File: src/rtl/jump_target_table.sv
// Programmable jump-target table: entries hold absolute or PC-relative targets,
// loaded at run time, lookups resolve one cycle later with valid/fault flags.
module jump_target_table #(
   parameter int PTR_W  = 5,
   parameter int ADDR_W = 12
) (
   input  logic              Clk,
   input  logic              Reset_n,
   input  logic              Flush,
   input  logic              WrEn,
   input  logic [PTR_W-1:0]  WrPtr,
   input  logic [ADDR_W-1:0] WrData,
   input  logic              WrRel,
   input  logic              LookupReq,
   input  logic [PTR_W-1:0]  Jptr,
   input  logic [ADDR_W-1:0] Pc,
   output logic [ADDR_W-1:0] Jump,
   output logic              JumpValid,
   output logic              JumpFault,
   output logic              Ready,
   output logic              DbgState
);

   localparam int DEPTH = 2 ** PTR_W;

   localparam logic ST_INIT = 1'b0;
   localparam logic ST_RUN  = 1'b1;

   // Handshake: there is no backpressure. WrEn/LookupReq are single-cycle strobes
   // taken on any rising edge where Ready=1 and Flush=0; JumpValid is a one-cycle
   // pulse that marks Jump/JumpFault as new, and it has no ready.

   logic                state;
   logic [PTR_W-1:0]    sweep_cnt;
   logic [DEPTH-1:0]    valid_q;
   logic [DEPTH-1:0]    rel_q;
   logic [ADDR_W-1:0]   data_q [DEPTH];

   logic                run_ok;
   logic                wr_fire;
   logic                bypass;
   logic                hit_valid;
   logic                hit_rel;
   logic [ADDR_W-1:0]   hit_data;
   logic [ADDR_W-1:0]   resolved;

   assign run_ok  = (state == ST_RUN) && !Flush;
   assign wr_fire = run_ok && WrEn;

   // Write-first bypass: a same-index write in the lookup cycle wins over storage.
   assign bypass    = WrEn && (WrPtr == Jptr);
   assign hit_valid = bypass ? 1'b1   : valid_q[Jptr];
   assign hit_rel   = bypass ? WrRel  : rel_q[Jptr];
   assign hit_data  = bypass ? WrData : data_q[Jptr];
   assign resolved  = hit_rel ? (Pc + hit_data) : hit_data;

   assign Ready    = (state == ST_RUN);
   assign DbgState = state;

   // Table contents have no reset; only the valid bits are cleared, by the sweep.
   always_ff @(posedge Clk) begin
      if (state == ST_INIT) begin
         valid_q[sweep_cnt] <= 1'b0;
      end else if (wr_fire) begin
         valid_q[WrPtr] <= 1'b1;
         rel_q[WrPtr]   <= WrRel;
         data_q[WrPtr]  <= WrData;
      end
   end

   always_ff @(posedge Clk or negedge Reset_n) begin
      if (!Reset_n) begin
         state     <= ST_INIT;
         sweep_cnt <= '0;
         Jump      <= '0;
         JumpValid <= 1'b0;
         JumpFault <= 1'b0;
      end else begin
         JumpValid <= 1'b0;
         if (state == ST_INIT) begin
            sweep_cnt <= sweep_cnt + 1'b1;
            if (sweep_cnt == PTR_W'(DEPTH - 1)) begin
               state <= ST_RUN;
            end
         end else if (Flush) begin
            state     <= ST_INIT;
            sweep_cnt <= '0;
         end else if (LookupReq) begin
            JumpValid <= 1'b1;
            JumpFault <= !hit_valid;
            Jump      <= hit_valid ? resolved : '0;
         end
      end
   end

endmodule

File: config.mk
export PLATFORM = sky130hd
export DESIGN_NAME = jump_target_table
export DESIGN_NICKNAME = d
export VERILOG_FILES = /design/src/rtl/jump_target_table.sv
export SDC_FILE = /design/constraint.sdc
export NUM_CORES = 1
export LEC_CHECK = 0
export ABC_AREA = 0
export CAP_MARGIN = 20
export CORE_MARGIN = 10
export CORE_UTILIZATION = 48
export CTS_CLUSTER_DIAMETER = 80
export DETAILED_ROUTE_END_ITERATION = 10
export SKIP_CTS_REPAIR_TIMING = 1
export SYNTH_ARGS = -nofsm -noshare
export SYNTH_HDL_FRONTEND = slang
export SYNTH_SLANG_ARGS = --single-unit
File: constraint.sdc
create_clock -name Clk -period 4.8 [get_ports Clk]
set_input_delay 1.44 -clock Clk [delete_from_list [all_inputs] [get_ports Clk]]
set_output_delay 1.44 -clock Clk [all_outputs]
set_load 0.02 [all_outputs]
# ---- After elaboration in Yosys (flattened, before gate mapping)
# Memory sizes are Yosys's and may differ from the RTL's.
# Cells that the tools add are included.
# W data, S select, Z words.
dict set report op_classes {
  addsub 2
  n_lt_le_gt_ge 5
  eq_ne 4
  muxes 27
  bitwise 4
  n_reduce_logical 9
}
# op n
set ops {}
lappend ops {{$mux W32} 2}
lappend ops {{$mux W12} 3}
lappend ops {{$and A32 B32 Y32} 1}
lappend ops {{$bwmux W32} 1}
lappend ops {{$not A32 Y32} 1}
lappend ops {{$or A32 B32 Y32} 1}
lappend ops {{$lt A5 B6 Y1 const B} 3}
lappend ops {{$mux W1} 15}
lappend ops {{$add A12 B12 Y12} 1}
lappend ops {{$bmux W1 S5} 2}
lappend ops {{$demux W1 S5} 2}
lappend ops {{$ge A5 B1 Y1 const B} 2}
lappend ops {{$mux W5} 2}
lappend ops {{$add A5 B1 Y5 const B} 1}
lappend ops {{$eq A5 B5 Y1} 1}
lappend ops {{$eq A5 B5 Y1 const B} 1}
lappend ops {{$logic_and A1 B1 Y1} 5}
lappend ops {{$reduce_and A3 Y1} 1}
lappend ops {{$logic_not A1 Y1} 2}
lappend ops {{$ne A2 B1 Y1 const B} 1}
lappend ops {{$ne A2 B2 Y1 const B} 1}
lappend ops {{$reduce_and A2 Y1} 1}
lappend ops {{$not A1 Y1} 1}
dict set report word_totals {
  ff_bits 84
  ram_bits 384
  inputBits 40
  out_inout_bits 16
  elab_cells 59
  mem_count 1
}
# memory depth width read_ports rd_ports_with_merged_regs write_ports line
set memory_table {}
lappend memory_table {data_q 32 12 1 0 1 37} ;# logic [ADDR_W-1:0] data_q [DEPTH];

# ---- Depth between registers and ports, before layout
dict set report depth {
  depth_word 7
  mapped_depth 20
  depth_no_buf 16
}

# ---- Worst setup path after synthesis
# No wires, ideal clock.
dict set report synth_timing {
  path_type {input port to flip-flop}
  startpoint {input port Jptr[0]}
  endpoint {register Jump[7]}
  setup_time_ns 0.134
  t_arrival_ns 4.812
  required_time_ns 4.666
  setup_slack_ns -0.146
  cell_stages 18
  path_buffers 3
  path_cell_list {buf_2 -> buf_6 -> buf_6 -> mux4_2 -> mux4_2 -> mux2i_1 -> nor2_1 -> a21oi_2 -> inv_1 -> ha_1 -> a211oi_1 -> o21bai_1 -> a21oi_1 -> nor2_1 -> a2111oi_0 -> a21oi_1 -> a32oi_1 -> o21ai_0}
}
dict set report synth_between {
  elab_chain_len 6
  word_cells_on_any_way 13
  cone_classes {add/sub: 1; eq/ne: 1; mux: 9; reduce/logical: 1; memory: 1}
}
# element line
set synth_rtl {}
lappend synth_rtl {{start, declared} 15} ;# input logic [PTR_W-1:0] Jptr,
lappend synth_rtl {{parallel branches: the longest is 5 deep, another holds $mem_v2 Z32 W12} --}
lappend synth_rtl {{$mux W12 *} 91} ;# Jump <= hit_valid ? resolved : '0;
lappend synth_rtl {{end signal, assigned} 91}
lappend synth_rtl {{end, declared} 17} ;# output logic [ADDR_W-1:0] Jump,
# Every way passes the cells marked *. The select of a mux whose other input is x is not followed.
# A chain may end at the register's enable or synchronous reset.

# ---- Worst setup path after layout
# Same ends and word-level chain as after synthesis.

==> flow_summary.yaml <==
status:
  status: "completed"
timing:
  fmax_mhz: 222.1
  setup_violations: 0
  finalWorstSetupSlack_ns: 0.2970
  tightest_slew_ns: 0.6362
  period_share: 0.9381
  rsz0062_at_grt: "false"
  drv_slew: 0
  fin_skew_ns: 0.01278
  period_needed_ns: 4.503
  setup_tns_ns: 0
  fin_hold_ws_ns: 0.5079
  slew_headroom: 0.5749
  hold_viol: 0
floorplanning:
  die_area_um2: 49280
  io_pins: 56
  initial_core_util: 0.4896
  dieWidth_um: 222.0
  core_area_um2: 40010
  fp.dieH_um: 222.0
  rows: 73
critical_path:
  endpoint_kind: "register"
  crit_type: "input port to register"
  arrival_ns: 4.95
  path_buf_inv: 3
  slowest_delay_ns: 0.53
  crit_chain: "buf_6 -> buf_12 -> mux4_2 -> mux4_2 -> mux2i_2 -> nor2_1 -> a21oi_2 -> inv_1 -> ha_1 -> a211oi_1 -> o21bai_1 -> a21oi_2 -> nor2_1 -> a2111oi_1 -> a21oi_1 -> a32oi_1 -> o21ai_0"
  r2r-start: "data_q[11][1]"
  worstPathMaxFanout: 15
  cp_top_family: "compound AO/OA/AOI/OAI gates"
  required_ns: 5.25
  r2r_slack_ns: 1.18
  regToRegEndpoint: "Jump[7]"
  rr_worst_depth: 15
  cp_num_cells: 17
  cp-start-kind: "input port"
  critPathSlowestCell: "mux4_2"
worst_hold_path:
  holdPathStages: 1
  hp-class: "register to register"
  whs_endpoint: "Jump[11]"
  worstHoldStart: "Jump[11]"
routing:
  viasPerCell: 5.900
  drt_wl_total_mm: 48.86
  ant_nets: 0
  drt-initial-drc-count: 1180
  drcViolationCount: 0
  drtPass1Iterations: 5
  wl_per_cell_um: 26.89
  vias: 10720
cells_and_area:
  diodes: 0
  mostFrequentLayoutCells: "edfxtp_1, buf_4, mux4_2, nor2_1, a21oi_1"
  areaGrowthSynthToFinish_pct: 18.42
  layout_commonest_cell: "edfxtp_1"
  drive_gt1_frac: 0.2794
  multiInputGateArea_um2: 5324
  nNetsFinal: 1313
  fillers: 2974
  seqCellArea_um2: 13950
global_routing:
  grt_pass1_wl_mm: 73.20
  grt_overflow: 0
  grt_pass1_vias: 10770
  antenna_found_initial: 1
  track_usage: 0.1978
  grt_max_degree: 43
placed_design:
  port_buffers: 55
  gp_congestion: 0.8545
  hpwl_mm: 31.79
  place_ws_ns: -0.3353
clock_tree:
  cts_tree: "done"
  numCtsBuffers: 47
  htreeDepth: 2
  cts.sinks: 468
  clockBufferDepth: 3
  clk_pin_slew_ns: 0.06
  clock-root-buffer: "clkbuf_16"
  clk_latency_ns: 0.58
synthesis:
  synth_flop_cell: "edfxtp_1"
  ys_seq_area_frac: 0.7125
  synthArstFlopShare: 0.04274
  synth_area_per_cell_um2: 18.32
  syn-cell-area_um2: 19590
  yosys_warnings: 0
  synth-seq-cells: 468
  syn_nets: 1126
  synth-edff-count: 448
  synth_cell_types: 47
  synthCells: 1069
power:
  p_per_area_nw_per_um2: 409.2
  p_leak_nw: 7.730
  vdd_drop_max_mv: 0.2425
run:
  cap_violations: 0
==> area by class of cell <==
type                            instances  area share
Clock buffer                           54     0.05276
Multi-Input combinational cell        529      0.2296
Clock inverter                         31    0.008740
Timing Repair Buffer                  199     0.07720
Sequential cell                       468      0.6016
Inverter                               11    0.001780
Tap cell                              525     0.02832
==> layer usage <==
metal  share of wire  vias to the layer above  global-route usage
li1                -                     4671                   -
met1            0.44                     5627              0.2774
met2            0.47                      368              0.3101
met3           0.068                       54             0.04139
met4           0.020                        0             0.04964
met5               0                        -                   0
==> sequential cells by signal (all words and copies together) (netlist names) <==
register / cells
rel_q: 32
valid_q: 32
data_q: 384
sweep_cnt: 5
DbgState: 1
JumpValid: 1
Jump: 12
JumpFault: 1
==> power breakdown <==
group	internal [W]	total, W	leakage (nW)	switching (W)
Clock	0.00193	0.00343	0.694	0.00150
Sequential	0.00463	0.00478	4.39	0.000147
Combinational	0.000585	0.00128	2.65	0.000697
Total	0.00715	0.00949	7.73	0.00234
==> worst max-delay path by stage <==
stage | startpoint | end
after detailed placement | Jptr[0] | Jump[7]
after global placement | Jptr[0] | Jump[7]
after global routing | Jptr[0] | Jump[7]
after CTS | Jptr[0] | Jump[7]
after floorplan | Jptr[0] | Jump[7]
final | Jptr[0] | Jump[7]
==> cells by family (layout without fill, tap and decap cells) <==
logic type	Yosys count	in the layout	synth area share
buffers and inverters	72	295	0.01706
muxes	166	166	0.1681
adders and majority gates	17	17	0.01124
DFF	468	468	0.7125
AOI/OAI and AO/OA	131	131	0.03891
and+or+nand+nor	199	199	0.04504
xor gates and xnor gates	16	16	0.007155
==> per-stage QoR <==
step	util	std cells	instance area, um2	total power [W]
global placement	0.5435	1731	21740	0.006121
floorplan	-	1069	19610	0.005582
CTS	0.5791	1816	23170	0.009551
global route	0.5797	1817	23190	0.009856
detailed placement	0.5435	1731	21740	0.006141
finish	0.5797	1817	23190	0.009489
==> synthesized netlist by cell type, types with 7 or more instances <==
cell type    n  area share
dfrtp_1     20       0.026
ha_1        16       0.010
nand2_1     64       0.012
mux2i_1     23       0.012
mux4_2     129        0.15
xnor2_1     10      0.0045
a21oi_1     72       0.018
mux2_2      14      0.0080
nor2_1      83       0.016
nor2b_1      7      0.0022
a32oi_1      8      0.0036
inv_1       10      0.0019
nor3_1      10      0.0026
edfxtp_1   448        0.69
buf_2       24      0.0061
clkbuf_1    25      0.0048
o21ai_0     22      0.0056
==> worst reg2reg max path, cell delays in order (launching register included) <==
cell	delay (ns)
edfxtp_1	0.37
mux4_2	0.49
mux4_2	0.48
mux2i_2	0.24
nor2_1	0.08
a21oi_2	0.13
inv_1	0.06
ha_1	0.28
a211oi_1	0.30
o21bai_1	0.14
a21oi_2	0.16
nor2_1	0.06
a2111oi_1	0.27
a21oi_1	0.11
a32oi_1	0.21
o21ai_0	0.11
(Power assumes the default switching activity.)
